**config.mk**
```make
export PLATFORM = sky130hd
export DESIGN_NAME = dmem_arbiter
export DESIGN_NICKNAME = d
export VERILOG_FILES = /design/src/rtl/dmem_arbiter.sv
export SDC_FILE = /design/constraint.sdc
export NUM_CORES = 1
export LEC_CHECK = 0
export BUFFER_PORTS_ARGS = -buffer_cell sky130_fd_sc_hd__clkbuf_2
export CAP_MARGIN = 20
export CORE_AREA = 2 2 207 209
export DETAILED_ROUTE_END_ITERATION = 12
export DIE_AREA = 0 0 209 211
export HOLD_SLACK_MARGIN = 0.02
export PLACE_DENSITY = 0.43
export SLEW_MARGIN = 20
export SYNTH_ARGS = -nofsm -noshare
export SYNTH_HDL_FRONTEND = slang
export SYNTH_SLANG_ARGS = --single-unit
```
**constraint.sdc**
```tcl
create_clock -name clk -period 5.77 [get_ports clk]
set_input_delay 0.577 -clock clk [delete_from_list [all_inputs] [get_ports clk]]
set_output_delay 0.577 -clock clk [all_outputs]
set_load 0.05 [all_outputs]
```
**src/rtl/dmem_arbiter.sv**
```systemverilog
// Two-port data-memory arbiter: pipeline (cpu) vs debug requester with starvation guard and debug burst lock.
// Grants are combinational; read data returns registered one cycle after the grant.
module dmem_arbiter #(
  parameter int N       = 64,
  parameter int AW      = 6,
  parameter int MAXWAIT = 4
) (
  input  logic          clk,
  input  logic          reset,
  input  logic          cpu_req,
  input  logic          cpu_we,
  input  logic [N-1:0]  cpu_addr,
  input  logic [N-1:0]  cpu_wdata,
  output logic          cpu_gnt,
  output logic          cpu_stall,
  output logic          cpu_rvalid,
  output logic [N-1:0]  cpu_rdata,
  input  logic          dbg_req,
  input  logic          dbg_we,
  input  logic          dbg_lock,
  input  logic [N-1:0]  dbg_addr,
  input  logic [N-1:0]  dbg_wdata,
  output logic          dbg_gnt,
  output logic          dbg_rvalid,
  output logic [N-1:0]  dbg_rdata,
  output logic          mem_writeEnable,
  output logic          mem_readEnable,
  output logic [AW-1:0] mem_addr,
  output logic [N-1:0]  mem_writeData,
  input  logic [N-1:0]  mem_readData
);

  typedef enum logic [1:0] {IDLE, CPU, DBG_LOCK} state_t;

  localparam logic [3:0] MAXWAIT_W = 4'(MAXWAIT);

  state_t         state_q, state_d;
  logic [3:0]     dbg_wait_q, dbg_wait_d;
  logic           cpu_rvalid_q, cpu_rvalid_d;
  logic           dbg_rvalid_q, dbg_rvalid_d;
  logic [N-1:0]   cpu_rdata_q, cpu_rdata_d;
  logic [N-1:0]   dbg_rdata_q, dbg_rdata_d;

  // Only the word-address field of the byte address reaches the memory.
  logic unused_addr_bits;
  assign unused_addr_bits = ^{cpu_addr[2:0], cpu_addr[N-1:AW+3],
                              dbg_addr[2:0], dbg_addr[N-1:AW+3]};

  always_comb begin
    cpu_gnt = 1'b0;
    dbg_gnt = 1'b0;
    if (reset) begin
      if (state_q == DBG_LOCK) begin
        dbg_gnt = dbg_req;
      end else if (cpu_req && dbg_req) begin
        dbg_gnt = (dbg_wait_q == MAXWAIT_W);
        cpu_gnt = !(dbg_wait_q == MAXWAIT_W);
      end else begin
        cpu_gnt = cpu_req;
        dbg_gnt = dbg_req;
      end
    end
  end

  assign cpu_stall = reset && cpu_req && !cpu_gnt;

  always_comb begin
    mem_writeEnable = 1'b0;
    mem_readEnable  = 1'b0;
    mem_addr        = '0;
    mem_writeData   = '0;
    if (cpu_gnt) begin
      mem_writeEnable = cpu_we;
      mem_readEnable  = !cpu_we;
      mem_addr        = cpu_addr[AW+2:3];
      mem_writeData   = cpu_wdata;
    end else if (dbg_gnt) begin
      mem_writeEnable = dbg_we;
      mem_readEnable  = !dbg_we;
      mem_addr        = dbg_addr[AW+2:3];
      mem_writeData   = dbg_wdata;
    end
  end

  always_comb begin
    state_d = IDLE;
    if (dbg_gnt && dbg_lock) begin
      state_d = DBG_LOCK;
    end else if (state_q == DBG_LOCK) begin
      state_d = IDLE;
    end else if (cpu_gnt) begin
      state_d = CPU;
    end

    dbg_wait_d = 4'd0;
    if (dbg_req && !dbg_gnt) begin
      dbg_wait_d = (dbg_wait_q == 4'd15) ? 4'd15 : dbg_wait_q + 4'd1;
    end

    cpu_rvalid_d = cpu_gnt && !cpu_we;
    dbg_rvalid_d = dbg_gnt && !dbg_we;
    cpu_rdata_d  = cpu_rvalid_d ? mem_readData : cpu_rdata_q;
    dbg_rdata_d  = dbg_rvalid_d ? mem_readData : dbg_rdata_q;
  end

  always_ff @(posedge clk or negedge reset) begin
    if (!reset) begin
      state_q      <= IDLE;
      dbg_wait_q   <= 4'd0;
      cpu_rvalid_q <= 1'b0;
      dbg_rvalid_q <= 1'b0;
      cpu_rdata_q  <= '0;
      dbg_rdata_q  <= '0;
    end else begin
      state_q      <= state_d;
      dbg_wait_q   <= dbg_wait_d;
      cpu_rvalid_q <= cpu_rvalid_d;
      dbg_rvalid_q <= dbg_rvalid_d;
      cpu_rdata_q  <= cpu_rdata_d;
      dbg_rdata_q  <= dbg_rdata_d;
    end
  end

  assign cpu_rvalid = cpu_rvalid_q;
  assign dbg_rvalid = dbg_rvalid_q;
  assign cpu_rdata  = cpu_rdata_q;
  assign dbg_rdata  = dbg_rdata_q;

endmodule

```
After elaboration in Yosys (flattened, before gate mapping) --
Cells that the tools add are included.
Operators by class: add/sub/neg operators 1, equal/unequal tests 3, mux-type cells 19, reductions and logical operators 12
Operators by type and width (number):
- $mux W64 | 2
- $mux W1 | 12
- $mux W6 | 2
- $mux W4 | 2
- $logic_and A1 B1 Y1 | 7
- $logic_not A1 Y1 | 5
- $add A4 B1 Y4 const B | 1
- $eq A4 B3 Y1 const B | 1
- $eq A4 B4 Y1 const B | 1
- $eq A2 B2 Y1 const B | 1
- $mux W2 | 1
Storage, ports and cells: register bits 136, input bits 327, output and inout port bits 205, logic and storage cells 41

Depth between registers and ports, before layout --
Gate-level depths: netlist of the first run.
depth in word-level cells 8, mapped depth 7, depth with buffers taken out 5

Worst setup path before layout of the first run --
OpenSTA, ideal clock, no wires.
kind reg2out, start register dbg_wait_q[0], end output port mem_writeData[50], arrival time 2216 ps, data required time 5193 ps, slack 2977 ps, cell stages (with the launch flop) 7, cell sequence dfrtp_1 > inv_1 > ha_1 > nand3b_1 > a311oi_1 > clkbuf_1 > a22o_1
Between the ends: cells in the longest elaborated chain, start to end 6, elaborated cells on any way between the ends 10
Ends and longest elaborated chain:
- start: declaration | RTL line 38 | logic [3:0] dbg_wait_q, dbg_wait_d;
- start signal: assignment | RTL line 116 | dbg_wait_q <= dbg_wait_d;
- $eq A4 B3 Y1 | RTL line 56 | dbg_gnt = (dbg_wait_q == MAXWAIT_W);
- $mux W1 | RTL line 55 | end else if (cpu_req && dbg_req) begin
- $mux W1 | RTL line 53 | if (state_q == DBG_LOCK) begin
- $mux W1 | RTL line 52 | if (reset) begin
- named net dbg_gnt | RTL line 23 | output logic dbg_gnt,
- $mux W64 | RTL line 77 | end else if (dbg_gnt) begin
- $mux W64 | RTL line 72 | if (cpu_gnt) begin
- end: declaration | RTL line 29 | output logic [N-1:0] mem_writeData,
The timed path passes the listed nets, and every way through them passes these cells.

Worst setup path in the final report of the first run --
start input port reset, end output port mem_writeData[53]
Between the ends: cells in the longest elaborated chain, start to end 3, elaborated cells on any way between the ends 4
Ends and longest elaborated chain:
- start: declaration | RTL line 9 | input logic reset,
- $mux W1 | RTL line 52
- $mux W64 | RTL line 77
- $mux W64 * | RTL line 72
Every way passes the cells marked *; elsewhere a longest branch is shown, timed or not.

==> results of run 1 <==
==> cell usage after synthesis, types with 2 or more instances <==
cell	n
mux2_1	40
dfrtp_1	136
a31oi_1	5
buf_2	19
buf_4	5
nor2_1	2
ha_1	2
nor3_1	4
buf_6	4
inv_1	4
a22o_1	71
mux2_2	88
nand3b_1	3
==> worst max path at each step <==
stage | startpoint | end | slack [ns] | depth (start not counted)
floorplan | dbg_wait_q[0] | mem_writeData[50] | 2.98 | 6
global placement | reset | mem_writeData[21] | 2.24 | 6
detailed placement | reset | mem_writeData[21] | 2.23 | 6
CTS | reset | mem_writeData[21] | 2.22 | 6
global route | reset | mem_writeData[21] | 2.04 | 6
finish | reset | mem_writeData[53] | 2.25 | 6
==> final cells by class <==
type	count	area share, %
Inverter	4	0.164
Clock inverter	14	1.87
Multi-Input combinational cell	227	25.3
Sequential cell	136	37.2
Clock buffer	18	4.80
Tap cell	539	7.37
Timing Repair Buffer	421	23.3
==> stage by stage <==
step / setup WS, ns / power, mW / cell area (sq um) / instances
detailed placement: 2.23 / 2.78 / 8530 / 1327
CTS: 2.22 / 3.96 / 9140 / 1359
floorplan: 2.98 / 2.35 / 5870 / 396
global placement: 2.24 / 2.77 / 8530 / 1327
global route: 2.04 / 4.07 / 9150 / 1359
finish: 2.25 / 3.88 / 9150 / 1359
==> placed cells by master (no fill, tap or decap), drive strengths merged <==
| cell | count |
|---|---|
| a2111oi | 1 |
| a22o | 71 |
| a311oi | 1 |
| a31oi | 5 |
| and2 | 1 |
| and4b | 1 |
| buf | 7 |
| bufinv | 3 |
| clkbuf | 432 |
| clkinv | 5 |
| clkinvlp | 3 |
| dfrtp | 136 |
| ha | 2 |
| inv | 7 |
| mux2 | 128 |
| nand2 | 1 |
| nand2b | 1 |
| nand3 | 1 |
| nand3b | 3 |
| nor2 | 2 |
| nor2b | 1 |
| nor3 | 5 |
| nor4 | 1 |
| o21ai | 1 |
| or2 | 1 |
==> state kept, by name, summed over array words and instances (netlist names) <==
name	count
dbg_rdata	64
cpu_rdata	64
dbg_rvalid	1
cpu_rvalid	1
dbg_wait_q	4
state_q	2
==> routing by layer <==
metal / global-route usage, % / vias up / part of all wire (%) / wire, microns
li1: - / 2331 / - / -
met1: 11.0 / 2500 / 42 / 8450
met2: 13.8 / 208 / 49 / 9870
met3: 3.00 / 20 / 7.3 / 1470
met4: 4.11 / 0 / 1.8 / 358
met5: 0 / - / 0 / 0
==> logic make-up after synthesis <==
| family | after synthesis |
|---|---|
| AND/OR/NAND/NOR | 18 |
| flip-flops | 136 |
| multiplexers | 128 |
| buffers and inverters | 33 |
| adder cells (fa/ha/maj) | 2 |
| AO/OA/AOI/OAI | 79 |
==> where the power goes <==
part / switching (mW) / internal, mW
combinational: 1.11 / 0.372
clock: 0.448 / 0.693
sequential: 0.0996 / 1.16
==> results.tsv, run 1 <==
metric	value	unit
DP HPWL	15000	microns
CTS tree	done	
syn avg cell area	14.8	sq um
R2R depth	7	
fin nets	1136	
Peak VDD IR	0.000205	V
leading area contributor after synthesis	dfrtp_1	
CP Buf/Inv Count	3	
Tmin final	3.52	ns
DRT Wirelength	20100	microns
Max Clk Rate	284	MHz
antenna violations before repair	0	
Worst path max stage delay	0.60	ns
WL per Instance	14.8	microns
Clock Sinks	136	
Synth Area in Compound Gates	11.5	%
number of global-route vias before repair	5083	
post-synthesis sequential area ratio	58.0	%
clock-pin slew on the worst setup and hold paths	0.06	ns
area of the multi-input gates	2310	sq um
final setup fails	0	
Seq. cell area	3400	sq um
post_cts resized	0	
RSZ-0062 raised after global routing	no	
CP max-delay cell	buf_4	
port buffer count	415	
ys async rst share	100	%
post-CTS setup buffers	0	
fraction of the mapped netlist area in adder cells	0.426	%
DRC	0	
post-synthesis net count	725	
Num CTS Buffers	17	
worst slew pin tran	1.02	ns
Critical Path Start Type	input port	
Layout fillers	4512	
Synth Instances	396	
Critical Path RT	5.19	ns
worst-path fanout max	73	
post-synthesis mux area share	24.6	%
number of distinct library cells after synthesis	26	
top post-synthesis cells by area	dfrtp_1 58%, mux2_2 17%, a22o_1 11%	
post-route ant nets	0	
Max-slew headroom	32.3	%
worst hold margin	0.127	ns
fin. max-slew vios	0	
CP Capture Type	output pin	
TritonRoute pass-1 iters	4	
cts hold-fix bufs	0	
chip height	211	microns
pin count of the biggest net entering global routing	78	
gpl congestion	0.706	
Final Hold Vio Count	0	
Area Growth Syn to Fin	55.8	%
# IOs	532	
Post-Syn Area	5870	sq um
Seq cells post-synth	136	
synth warn	0	
PwrDens	425	nW/um^2
top_reg_cell synth	dfrtp_1	
post-synthesis xor/xnor area fraction	0	%
Crit Path Class	in2out	
Crit path max-delay family	buffers and inverters	
reg-to-reg slack, setup	3.03	ns
data arrival time of the critical path	2.95	ns
Final Cycle Share	61.1	%
H-tree lvl count	4	
Starting DRT DRC Count	275	
aggregate negative setup slack	0	ns
Synth Area in Simple Gates	2.20	%
CTS max path bufs	2	
Pleak	4.54	nW
worst reg2reg path startpoint	dbg_wait_q[0]	
status	finished, final reports clean	
max_cap viols	0	
Via Count	5059	
Hold WC Path Type	in2async	
first-pass GRT wire length	29500	microns
fraction of layout cells with a size suffix above 1	66.7	%
share of the synthesized area in the top cell type	58.0	%
Site Rows	75	
Worst-Skew Late Latency	0.44	ns
Root Buffer	clkbuf_16	
DIE WIDTH	209	microns
Overall Global Routing Usage	8.84	%
DR vias/cell	3.72	
Post-synth EDFFs	0	
RR Endpoint	cpu_rdata[28]	
# diodes	0	
CP cell instances	buf_6, nand2_1, nor3_4, buf_4, a22o_1, clkbuf_2	
Starting Density	14.1	%
GRT overflow	0	
largest family of logic cells by synthesized area	multiplexers	
Die ar.	44100	sq um
Final Skew	0.0127	ns
Core Util, Final	21.9	%
CORE AREA	41800	sq um
(Power assumes the default switching activity.)
==> run 2: changes to the inputs <==
CORE_AREA = 2 2 208 210   (was 2 2 207 209)
DIE_AREA = 0 0 210 212   (was 0 0 209 211)
PLACE_DENSITY = 0.44   (was 0.43)
clock period = 2.93 ns   (was 5.77 ns; I/O delays follow)
==> results.tsv, run 2 (same netlist as run 1, synthesis figures left out) <==
metric	value	unit
CTS tree	done	
port buffer count	415	
CP Buf/Inv Count	3	
antenna violations before repair	1	
Logic pwr share	38.6	%
DP HPWL	15300	microns
Via Count	5096	
Overall Global Routing Usage	8.71	%
RSZ-0062 raised after global routing	no	
Critical Path RT	2.64	ns
area post-placement	8800	sq um
data arrival time of the critical path	2.50	ns
overall power	7.75	mW
Worst path max stage delay	0.39	ns
DR WL met3	1630	microns
TritonRoute pass-1 iters	4	
max_cap viols	0	
Area Growth Syn to Fin	62.1	%
GRT overflow	0	
Root Buffer	clkbuf_16	
post-route ant nets	0	
Seq pwr share	32.0	%
gpl congestion	0.696	
CP Capture Type	output pin	
pin count of the biggest net entering global routing	74	
DR vias/cell	3.71	
DRT Wirelength	20100	microns
Max-slew headroom	45.9	%
most frequent cells in the layout	379 x clkbuf_2, 136 x dfrtp_1, 88 x mux2_2, 71 x a22o_1, 40 x mux2_1	
Worst-Skew Late Latency	0.45	ns
Starting DRT DRC Count	161	
final setup fails	0	
Crit Path Class	reg2out	
# diodes	0	
reg-to-reg slack, setup	0.76	ns
Routed met2 length	10100	microns
Critical Path Start Type	flip-flop	
H-tree lvl count	4	
clock-pin slew on the worst setup and hold paths	0.06	ns
CTS max path bufs	2	
# IOs	532	
WL per Instance	14.6	microns
worst hold path depth	2	
Max Clk Rate	358	MHz
aggregate negative setup slack	0	ns
Final Hold Vio Count	0	
worst slew pin tran	0.811	ns
fraction of layout cells with a size suffix above 1	66.9	%
CP max-delay cell	dfrtp_1	
Starting Density	13.8	%
R2R depth	6	
first-pass GRT wire length	28700	microns
Tmin final	2.79	ns
Hold WC Path Type	in2reg	
Critical Path Stages	7	
fin. max-slew vios	0	
worst hold margin	0.0684	ns
M1 WL	7860	microns
CP cell instances	inv_1, ha_1, and4b_4, nor3_4, buf_12, a22o_1, clkbuf_2	
PwrDens	815	nW/um^2
Clock Sinks	136	
cell area after layout	9520	sq um
Site Rows	76	
Layout fillers	4594	
worst-path fanout max	73	
DRC	0	
number of global-route vias before repair	4907	
Final Skew	0.00984	ns
Die ar.	44500	sq um
chip height	212	microns
Switching Share	42.7	%
Num CTS Buffers	17	
fin nets	1145	
Pleak	4.67	nW
highest routing layer actually used	met4	
status	finished, final reports clean	
Int Power	4.45	mW
Crit path max-delay family	buffers and inverters	
Clk network pwr share	29.5	%
NetSw	3.31	mW
DIE WIDTH	210	microns
Peak VDD IR	0.000570	V
CORE AREA	42500	sq um
most common cell after layout, fill and taps aside	clkbuf_2	
Final Cycle Share	95.3	%
## run 2: final cells by class
cell class	instances	area (sq um)	share of cell area, %
Clock buffer	18	439	4.61
Clock inverter	14	183	1.92
Inverter	4	15.0	0.158
Multi-Input combinational cell	227	2310	24.3
Sequential cell	136	3400	35.8
Tap cell	546	683	7.18
Timing Repair Buffer	430	2480	26.1
## run 2: what timing repair did
action	4_1_cts	5_1_grt
gates resized for setup	0	40
buffers inserted	1	2
pin swaps	1	1
hold endpoints to repair	21	0
hold buffers	1	0
gates cloned	0	1
endpoints found under the setup margin	39	28
## run 2: power by group through the flow
stage                     Clock [mW]  Combinational, mW  Sequential, mW
after floorplan                    0              0.713            3.92
after global placement             0               3.01            2.50
after detailed placement           0               3.01            2.51
after CTS                       2.38               3.02            2.48
after global routing            2.47               3.13            2.53
final                           2.28               2.99            2.48
## run 2: final timing paths
path / startpoint / end
worst max-delay path: dbg_wait_q[0] / mem_writeData[53]
worst min-delay path: mem_readData[5] / cpu_rdata[5]
worst max register to register: dbg_wait_q[0] / cpu_rdata[38]
worst min register to register: cpu_rdata[10] / cpu_rdata[10]
max in group asynchronous: reset / dbg_rdata[45]
min in group asynchronous: reset / dbg_wait_q[3]
## run 2: layer usage
metal | up-vias | global-route usage (%)
met5 | - | 0
met4 | 0 | 4.06
met3 | 25 | 3.90
met2 | 254 | 14.7
met1 | 2483 | 9.39
li1 | 2334 | -
## run 2: per-stage QoR
| step | setup WS, ns | utilization [%] | instances |
|---|---|---|---|
| global placement | 0.420 | 20.7 | 1338 |
| global route | 0.000810 | 22.4 | 1375 |
| CTS | 0.0446 | 22.2 | 1372 |
| floorplan | 0.421 | - | 396 |
| detailed placement | 0.395 | 20.7 | 1338 |
| finish | 0.138 | 22.4 | 1375 |
